## src/rtl/pwm_multi_controller.sv

```systemverilog
// ---------------------------------------------------------------------------
// pwm_multi_controller
//
// Multi-channel PWM generator built around one shared period counter.
// Duty targets are double-buffered: a load pulse captures period, minimum
// duty and per-channel duties into a shadow. The shadow is applied only at a
// period boundary. Each channel's active duty then moves toward its target
// by at most STEP counts per period, which gives fans a soft start and stop.
//
// Parameters
//   CH    number of PWM channels (>= 1)
//   W     duty width; the period counter is W+1 bits
//   STEP  maximum change of an active duty per period (0 = jump to target)
//
// Ports
//   clk_i          system clock
//   rstn_i         asynchronous active-low reset
//   clk_en_i       prescaler tick; gates counting and boundary events only
//   period_i       period value; the period lasts period_i+1 enabled cycles
//   minDuty_i      offset added to every channel duty
//   duty_i         packed duties, channel k at duty_i[k*W +: W]
//   load_i         capture pulse for period_i, minDuty_i and duty_i
//   pending_o      shadow holds values not yet applied
//   loadAck_o      one-cycle pulse on the cycle after the shadow is applied
//   periodStart_o  one-cycle pulse on the cycle after each boundary
//   pwm_o          PWM outputs, one per channel
// ---------------------------------------------------------------------------
module pwm_multi_controller #(
  parameter int CH   = 4,
  parameter int W    = 8,
  parameter int STEP = 4
) (
  input  logic            clk_i,
  input  logic            rstn_i,
  input  logic            clk_en_i,
  input  logic [W:0]      period_i,
  input  logic [W-1:0]    minDuty_i,
  input  logic [CH*W-1:0] duty_i,
  input  logic            load_i,
  output logic            pending_o,
  output logic            loadAck_o,
  output logic            periodStart_o,
  output logic [CH-1:0]   pwm_o
);

  // A STEP wider than the duty range can never limit a change, so it
  // saturates to the all-ones value instead of being truncated.
  localparam logic [W:0] STEP_C = (STEP >= (2 ** (W + 1))) ? {(W + 1){1'b1}}
                                                            : (W + 1)'(STEP);

  // min(val, per + 1). The limit needs one extra bit because per + 1 can
  // exceed the W+1 bit range; val never does, so the result always fits.
  function automatic logic [W:0] clamp_duty(input logic [W:0] val,
                                            input logic [W:0] per);
    logic [W+1:0] lim;
    lim = {1'b0, per} + (W + 2)'(1);
    if ({1'b0, val} > lim) begin
      return lim[W:0];
    end
    return val;
  endfunction

  // Requested duty: channel duty plus the common offset, limited to 100%.
  function automatic logic [W:0] target_of(input logic [W-1:0] duty,
                                           input logic [W-1:0] min_duty,
                                           input logic [W:0]   per);
    logic [W:0] sum;
    sum = {1'b0, duty} + {1'b0, min_duty};
    return clamp_duty(sum, per);
  endfunction

  // One period's move of the active duty toward the target.
  function automatic logic [W:0] slew_duty(input logic [W:0] act,
                                           input logic [W:0] tgt);
    logic [W:0] diff;
    if (STEP == 0) begin
      return tgt;
    end
    if (tgt > act) begin
      diff = tgt - act;
      return (diff > STEP_C) ? act + STEP_C : tgt;
    end
    if (tgt < act) begin
      diff = act - tgt;
      return (diff > STEP_C) ? act - STEP_C : tgt;
    end
    return act;
  endfunction

  logic [W:0]   cnt;
  logic [W:0]   period_r;
  logic [W:0]   sh_period;
  logic [W-1:0] sh_min;
  logic [W-1:0] sh_duty [CH];
  logic         pending;
  logic         load_ack_r;
  logic         period_start_r;
  logic [W:0]   target [CH];
  logic [W:0]   active [CH];

  logic         boundary;
  logic         apply;
  logic [W:0]   period_nxt;
  logic [W:0]   target_nxt [CH];

  assign boundary   = clk_en_i && (cnt == period_r);
  assign apply      = boundary && pending;
  assign period_nxt = apply ? sh_period : period_r;

  // Targets as they will be after this clock; the slew at a boundary must
  // already see a freshly applied target and period.
  always_comb begin
    for (int k = 0; k < CH; k++) begin
      target_nxt[k] = apply ? target_of(sh_duty[k], sh_min, sh_period)
                            : target[k];
    end
  end

  // Period counter, pending flag and the registered event pulses.
  always_ff @(posedge clk_i or negedge rstn_i) begin
    if (!rstn_i) begin
      cnt            <= '0;
      period_r       <= '0;
      pending        <= 1'b0;
      load_ack_r     <= 1'b0;
      period_start_r <= 1'b0;
    end else begin
      load_ack_r     <= apply;
      period_start_r <= boundary;
      period_r       <= period_nxt;
      if (boundary) begin
        cnt <= '0;
      end else if (clk_en_i) begin
        cnt <= cnt + 1'b1;
      end
      // A load on the apply clock re-arms pending for the next boundary.
      if (load_i) begin
        pending <= 1'b1;
      end else if (apply) begin
        pending <= 1'b0;
      end
    end
  end

  // Shadow registers; the latest load always wins.
  always_ff @(posedge clk_i or negedge rstn_i) begin
    if (!rstn_i) begin
      sh_period <= '0;
      sh_min    <= '0;
      for (int k = 0; k < CH; k++) begin
        sh_duty[k] <= '0;
      end
    end else if (load_i) begin
      sh_period <= period_i;
      sh_min    <= minDuty_i;
      for (int k = 0; k < CH; k++) begin
        sh_duty[k] <= duty_i[k*W +: W];
      end
    end
  end

  // Per-channel target and slewed active duty, updated once per period.
  // The final clamp uses the new period so a shrinking period never leaves
  // an active duty beyond 100%.
  always_ff @(posedge clk_i or negedge rstn_i) begin
    if (!rstn_i) begin
      for (int k = 0; k < CH; k++) begin
        target[k] <= '0;
        active[k] <= '0;
      end
    end else if (boundary) begin
      for (int k = 0; k < CH; k++) begin
        target[k] <= target_nxt[k];
        active[k] <= clamp_duty(slew_duty(active[k], target_nxt[k]), period_nxt);
      end
    end
  end

  always_comb begin
    for (int k = 0; k < CH; k++) begin
      pwm_o[k] = (cnt < active[k]);
    end
  end

  assign pending_o     = pending;
  assign loadAck_o     = load_ack_r;
  assign periodStart_o = period_start_r;

endmodule

```

## config.mk

```make
export PLATFORM = sky130hd
export DESIGN_NAME = pwm_multi_controller
export DESIGN_NICKNAME = d
export VERILOG_FILES = /design/src/rtl/pwm_multi_controller.sv
export SDC_FILE = /design/constraint.sdc
export NUM_CORES = 1
export LEC_CHECK = 0
export ABC_AREA = 0
export CORE_MARGIN = 1.5
export CORE_UTILIZATION = 45
export CTS_CLUSTER_SIZE = 25
export DETAILED_ROUTE_END_ITERATION = 10
export PLACE_DENSITY = 0.63
export SKIP_CTS_REPAIR_TIMING = 1
export SYNTH_ARGS = -nofsm -noshare
export SYNTH_HDL_FRONTEND = slang
export SYNTH_SLANG_ARGS = --single-unit
export TNS_END_PERCENT = 20
```

## constraint.sdc

```tcl
create_clock -name clk_i -period 12.42 [get_ports clk_i]
set_clock_uncertainty 0.2 [all_clocks]
set_input_delay 2.484 -clock clk_i [delete_from_list [all_inputs] [get_ports clk_i]]
set_output_delay 2.484 -clock clk_i [all_outputs]
set_load 0.005 [all_outputs]
```

[Word level (Yosys, flattened, before mapping)]
Cells that the tools add are included.
Storage, ports and cells
  logic and storage cells: 160
  bits in read-only memories: 0
  bits in latches: 0
  memories: 0
  output and inout port bits: 7
  memory bits (writable): 0
  bits in registers: 142
  input port bits: 53
Cells by class
  bitwise logic cells: 0
  muxes and demuxes: 85
  shift operators: 0
  div/mod/pow operators: 0
  order comparisons: 28
  $mul: 0
  reductions and logical operators: 4
  $add $sub $neg: 23
  eq/ne operators: 1
Operator list (count)
  $mux 9: 51
  $gt 9x10->1: 8
  $gt 9x3->1 const B: 8
  $lt 9x9->1: 8
  $sub 9x9->9: 8
  $add 8x8->9: 4
  $add 9x3->9 const B: 4
  $gt 9x9->1: 4
  $sub 9x3->9 const B: 4
  $mux 1: 34
  $add 9x1->10 const B: 2
  $add 9x1->9 const B: 1
  $eq 9x9->1: 1
  $reduce_bool 2->1: 2
  $logic_and 1x1->1: 2

[Depth between registers and ports, before layout]
Gate-level depths: netlist of run 1.
  depth in word-level cells: 17
  depth in mapped cells: 48
  mapped depth without buffers: 45

[Worst setup path before layout of run 1]
No wires, ideal clock.
  path type: input to register
  start: in clk_en_i
  end: reg active[7] (netlist bit)
  data arrival time: 8.706 ns
  setup slack: 3.378 ns
  stages: 34
  library setup time: 0.136 ns
  path buffers: 5
  data required time: 12.084 ns
  cells stage by stage: and4bb_1 > nand4_4 > clkbuf_1 > clkbuf_1 > clkbuf_1 > nand2_1 > o21ai_0 > inv_1 > ha_1 > fa_1 > nor2b_1 > o21a_1 > o21a_1 > a21boi_0 > or3b_1 > a221oi_1 > nand2_1 > o22a_1 > clkbuf_1 > o21ai_0 > ha_1 > nor2b_1 > o21a_1 > o21a_1 > o21a_1 > o21a_1 > o21a_1 > o21a_1 > o21a_1 > o21ai_1 > buf_2 > nor2_1 > a21oi_1 > o21ai_0
RTL lines
  start: declaration: line 35  | input logic clk_en_i,
  end signal: indexed assignment: line 174  | active[k] <= clamp_duty(slew_duty(active[k], target_nxt[k]), period_nxt);
  end: declaration: line 99  | logic [W:0] active [CH];

==> summary.txt, run 1 <==
status - completed
Slowest-stage cell, CP - o21ai_1
# DRC - 0
Mean Syn Cell Area - 8.30 um2
multi-input combinational cell area - 11,100 um2
Finished Layout Cells - 2,346
CP Launch Type - register
cell count after synthesis - 1,865
peak fanout along the critical path - 17
Starting Density - 0.460
global route overflow - 0
Reg clk slew, reported paths - 0.07 ns
Yosys warning count - 0
layout cell share with drive strength beyond 1 - 0.0806
internal power - 2.39 mW
IO Pins - 60
Area growth syn-to-layout - 10.0%
Post-synth EDFFs - 0
CTS tree - done
Hold Path Class - register to register
Initial DRT Pass Iterations - 10
RSZ-0062 raised after global routing - no
Crit path arrival time - 11.27 ns
Buffers on Ports - 59
CP endpoint kind - register
largest net degree at the start of global routing - 78
sum of negative setup slack - 0 ns
Mapped Area - 15,500 um2
CTS root buf - clkbuf_16
Total Nets Final - 2,155
clock sink count - 142
die area - 35,500 um2
Via density - 5.97
post-synth top area cell - dfrtp_1
worst-case clock buffer depth - 2
Crit Path Class - register to register
DP HPWL - 35,500 um
Std-Cell Rows - 67
top-area cell type share of the netlist area - 0.229
wire per inst - 19.6 um
data required time of the worst path - 12.52 ns
die span in y - 189 um
asr flop ratio synth - 1.00
relative slew slack - 0.223
Final WS setup - 1.25 ns
filler instances - 3,265
clock power share - 0.104
Core Area - 33,700 um2
sequential area share after synthesis - 0.229
total net switching power - 2.63 mW
final hold violations - 0
Via Count - 14,006
Main synth FF type - dfrtp_1
Reg power frac - 0.154
Final min period - 11.17 ns
TritonCTS Buffers - 17
Tightest Pin Transition - 1.16 ns
Final Util - 0.505
initial antenna violation count - 1
pre-CTS WS - 1.50 ns
FF+latch count, synth - 142
syn nets - 2,135
top post-synthesis cells by area - dfrtp_1 23%, ha_1 17%, o21ai_0 4.4%
Die Wd - 189 um
fin. max-slew vios - 0
GRT Overall Usage - 0.262
count leader, synth - ha_1
Placed Cells - 2,314
static leakage - 7.68 nW
GP Congestion - 0.949
Antenna Nets Post-Route - 0
Netlist cell types - 94
Synth top cells by count - 209 x ha_1, 147 x nand2_1, 142 x dfrtp_1
First DRT Iteration DRCs - 1,105
Max VDD drop - 194 uV
Routed WL - 45,900 um
Crit path top cell by count - o21a_1
# diodes - 0
max incr delay on CP - 0.88 ns
Reg area - 3550 um2
Logic pwr share - 0.742
vias in the first global route - 13,454
final setup violation count - 0
PwrDens - 294 nW/um2
Fin Hold WS - 0.258 ns
worst skew pair latency - 0.45 ns
H-tree levels - 4
Fmax - 89.6 MHz
max cap viols - 0
first-pass GRT wire length - 73,500 um
switch share - 0.524
Tcrit/Tclk final - 0.899
==> registers in the layout, summed over array words and instances, names as in the netlist <==
| signal | flops |
|---|---|
| sh_period | 9 |
| sh_min | 8 |
| target | 36 |
| periodStart_o | 1 |
| active | 36 |
| pending_o | 1 |
| loadAck_o | 1 |
| cnt | 9 |
| period_r | 9 |
| sh_duty | 32 |
==> power groups by stage <==
| stage | clock network (mW) | logic [mW] | registers, mW |
|---|---|---|---|
| 2_1_floorplan | 0 | 2.83 | 0.698 |
| 3_3_place_gp | 0 | 3.58 | 0.773 |
| 3_5_place_dp | 0 | 3.65 | 0.776 |
| 4_1_cts | 0.530 | 3.67 | 0.769 |
| 5_1_grt | 0.546 | 4.17 | 0.790 |
| 6_report | 0.521 | 3.72 | 0.774 |
==> metrics by stage <==
| step | area (um2) | power, mW |
|---|---|---|
| after floorplan | 15500 | 3.53 |
| after global placement | 16400 | 4.36 |
| after detailed placement | 16400 | 4.42 |
| after CTS | 17000 | 4.97 |
| after global routing | 17000 | 5.50 |
| final | 17000 | 5.02 |
==> final cells by class <==
| cell class | instances | area share |
|---|---|---|
| multi-input cells | 1513 | 0.653 |
| repair buffers | 75 | 0.0415 |
| inverters | 136 | 0.0300 |
| flip-flops and latches | 142 | 0.209 |
| well taps | 448 | 0.0329 |
| clock buffers | 21 | 0.0282 |
| clock inverters | 11 | 0.00617 |
==> final timing paths <==
kind / start / to / slack, ns / cells after the start
min in group asynchronous: rstn_i / active[26]$_DFFE_PN0P_ / 1.87 / 1
max in group asynchronous: rstn_i / active[17]$_DFFE_PN0P_ / 8.72 / 2
min reg2reg: target[23]$_DFFE_PN0P_ / target[23]$_DFFE_PN0P_ / 0.26 / 2
min: target[23]$_DFFE_PN0P_ / target[23]$_DFFE_PN0P_ / 0.26 / 2
max reg2reg: sh_min[0]$_DFFE_PN0P_ / active[5]$_DFFE_PN0P_ / 1.25 / 41
max: sh_min[0]$_DFFE_PN0P_ / active[5]$_DFFE_PN0P_ / 1.25 / 41
==> critical path: cells and delay by family, from the launching register on <==
family | cells | cell delay (ns)
flip-flops | 1 | 0.46
multiplexers | 1 | 0.50
AND/OR/NAND/NOR | 12 | 2.27
AO/OA/AOI/OAI | 23 | 5.89
adder cells (fa/ha/maj) | 5 | 1.71
==> layer usage <==
metal  track usage  vias up  share of wire
li1              -     6809              -
met1         0.355     6677           0.46
met2         0.438      460           0.47
met3        0.0386       60          0.058
met4        0.0601        0          0.016
met5             0        -              0
==> cell usage in the layout (no fill, tap or decap), drive strengths merged, types with 44 or more instances in the layout <==
cell type and instances:
mux2i 44, xnor2 55, o21a 51, nor3 44, clkdlybuf4s50 57, dfrtp 142, ha 209, nand3 52
nand2 148, o21ai 153, inv 140, mux2 54, nor2 127, a21oi 129
==> kinds of logic (layout without fill, tap and decap cells) <==
family | count (synthesis) | after routing | share of synthesized area
AOI/OAI and AO/OA | 555 | 555 | 0.238
and+or+nand+nor | 552 | 552 | 0.181
DFF | 142 | 142 | 0.229
adders and majority gates | 217 | 217 | 0.179
muxes | 98 | 98 | 0.0677
buffers and inverters | 210 | 243 | 0.0533
xor gates and xnor gates | 91 | 91 | 0.0515
(Power assumes the default switching activity.)
==> inputs of run 2 (changes only) <==
Settings changed: SETUP_SLACK_MARGIN set to 0.02, TNS_END_PERCENT 20 to 50.
==> results of run 2 <==
Final layout, timing and power as in run 1 (identical DEF).
==> inputs of run 3 (changes only) <==
Clock period 12.42 ns to 10.3 ns, I/O delays scaled along.
==> summary.txt, run 3 (synthesized netlist as in run 1, its figures left out) <==
status - completed
total power - 6.09 mW (+21%)
Total Nets Final - 2,172 (+0.79%)
Crit path arrival time - 9.59 ns (-1.68 ns)
Tightest Pin Transition - 1.11 ns (-0.0450 ns)
worst-case clock buffer depth - 2 (unchanged)
Reg area - 3550 um2 (unchanged)
Logic pwr share - 0.745 (+0.003)
filler instances - 3,198 (-2.1%)
First DRT Iteration DRCs - 1,217 (+10%)
final setup violation count - 0 (unchanged)
largest net degree at the start of global routing - 75 (-3.8%)
Via Count - 14,122 (+0.83%)
CP Launch Type - register
# DRC - 0 (unchanged)
IO Pins - 60 (unchanged)
WL met3 - 2630 um (-1.5%)
DR top layer - met4
Area growth syn-to-layout - 10.8%
Die Wd - 189 um (unchanged)
Core Area - 33,700 um2 (unchanged)
Crit path top cell by count - o21a_1
Reg clk slew, reported paths - 0.07 ns (about the same)
internal power - 2.92 mW (+22%)
Slowest-stage cell, CP - or4_1
H-tree levels - 4 (unchanged)
Via density - 5.98 (+0.19%)
total net switching power - 3.17 mW (+21%)
multi-input combinational cell area - 11,100 um2 (+0.17%)
relative slew slack - 0.258 (+0.0352)
WL met2 - 21,400 um (-0.33%)
most frequent cells in the layout - 209 x ha_1, 147 x nand2_1, 142 x dfrtp_1
Antenna Nets Post-Route - 0 (unchanged)
global route overflow - 0 (unchanged)
Starting Density - 0.460 (unchanged)
GRT Overall Usage - 0.265 (+0.00386)
peak fanout along the critical path - 17 (unchanged)
clock sink count - 142 (unchanged)
Final min period - 9.49 ns (-1.68 ns)
die area - 35,500 um2 (unchanged)
GP Congestion - 0.913 (-3.8%)
Std-Cell Rows - 67 (unchanged)
Reg power frac - 0.153 (about the same)
Largest regs - active (36), target (36), sh_duty (32)
CTS tree - done
CP endpoint kind - register
max incr delay on CP - 0.48 ns (-0.40 ns)
die span in y - 189 um (unchanged)
PwrDens - 355 nW/um2 (+21%)
Hold Path Class - register to register
RSZ-0062 raised after global routing - no
vias in the first global route - 13,505 (+0.38%)
Initial DRT Pass Iterations - 6 (-4)
met1 WL - 21,700 um (+3.0%)
final hold violations - 0 (unchanged)
initial antenna violation count - 0 (-1)
most common cell after layout, fill and taps aside - ha_1
Crit Path Class - register to register
Fmax - 105 MHz (+18%)
TritonCTS Buffers - 17 (unchanged)
switch share - 0.521 (-0.00298)
fin. max-slew vios - 0 (unchanged)
max cap viols - 0 (unchanged)
sum of negative setup slack - 0 ns (unchanged)
Routed WL - 46,600 um (+1.3%)
Buffers on Ports - 59 (unchanged)
layout cell share with drive strength beyond 1 - 0.0899 (+0.00930)
data required time of the worst path - 10.41 ns (-2.11 ns)
DP HPWL - 35,800 um (+0.76%)
first-pass GRT wire length - 74,500 um (+1.4%)
static leakage - 7.76 nW (+1.0%)
Max VDD drop - 192 uV (-1.1%)
wire per inst - 19.7 um (+0.71%)
clock power share - 0.102 (-0.002)
worst skew pair latency - 0.44 ns (about the same)
CTS root buf - clkbuf_16
Tcrit/Tclk final - 0.921 (+0.0219)
# diodes - 0 (unchanged)
## run 3: cell types whose count changed in the layout (fill, tap and decap cells not counted), sizes merged
cell / previous run / this run
clkinvlp: 4 / 2
bufinv: 1 / 2
buf: 18 / 35
inv: 140 / 139
clkinv: 2 / 6
clkbuf: 21 / 17
## run 3: metal layers
metal / global-route usage / vias to the layer above
met3: 0.0384 / 60
li1: - / 6858
met5: 0 / -
met2: 0.436 / 439
met1: 0.367 / 6765
met4: 0.0614 / 0
## run 3: power groups by stage
stage	clock [mW]	combinational, mW	sequential, mW
3_5_place_dp	0	4.42	0.935
2_1_floorplan	0	3.41	0.842
6_report	0.621	4.54	0.933
4_1_cts	0.632	4.46	0.926
5_1_grt	0.654	5.06	0.951
3_3_place_gp	0	4.34	0.932
## run 3: through the flow
| step | hold WS, ns | instance area [um2] | util | instances | setup slack (ns) |
|---|---|---|---|---|---|
| CTS | 0.267 | 17100 | 0.509 | 2361 | 0.491 |
| detailed placement | 0.250 | 16600 | 0.492 | 2331 | 0.603 |
| global placement | 0.243 | 16600 | 0.492 | 2331 | 0.904 |
| finish | 0.268 | 17200 | 0.509 | 2361 | 0.814 |
| global route | 0.291 | 17200 | 0.509 | 2361 | 0.0128 |
| floorplan | 0.233 | 15500 | - | 1865 | 1.46 |
## run 3: worst max-delay path: cells and delay by family (launching register included)
family / cells / cell delay [ns]
buffers and inverters: 1 / 0.23
and+or+nand+nor: 12 / 1.85
adders and majority gates: 5 / 1.66
muxes: 1 / 0.33
AOI/OAI and AO/OA: 24 / 4.62
DFF: 1 / 0.44
## run 3: cell type report
class / count / share of cell area
sequential: 142 / 0.207
clock buffer: 17 / 0.0248
tap: 448 / 0.0327
timing repair buffer: 92 / 0.0486
inverter: 136 / 0.0297
clock inverter: 13 / 0.00809
multi-input combinational: 1513 / 0.649
## run 3: worst paths after layout
path,cells after the start,slack [ns],from,endpoint
worst max-delay path,43,0.81,sh_min[0]$_DFFE_PN0P_,active[5]$_DFFE_PN0P_
worst min-delay path,2,0.27,target[4]$_DFFE_PN0P_,target[4]$_DFFE_PN0P_
worst max register to register,43,0.81,sh_min[0]$_DFFE_PN0P_,active[5]$_DFFE_PN0P_
worst min register to register,2,0.27,target[4]$_DFFE_PN0P_,target[4]$_DFFE_PN0P_
max in group asynchronous,2,7.05,rstn_i,active[16]$_DFFE_PN0P_
min in group asynchronous,1,1.40,rstn_i,periodStart_o$_DFF_PN0_
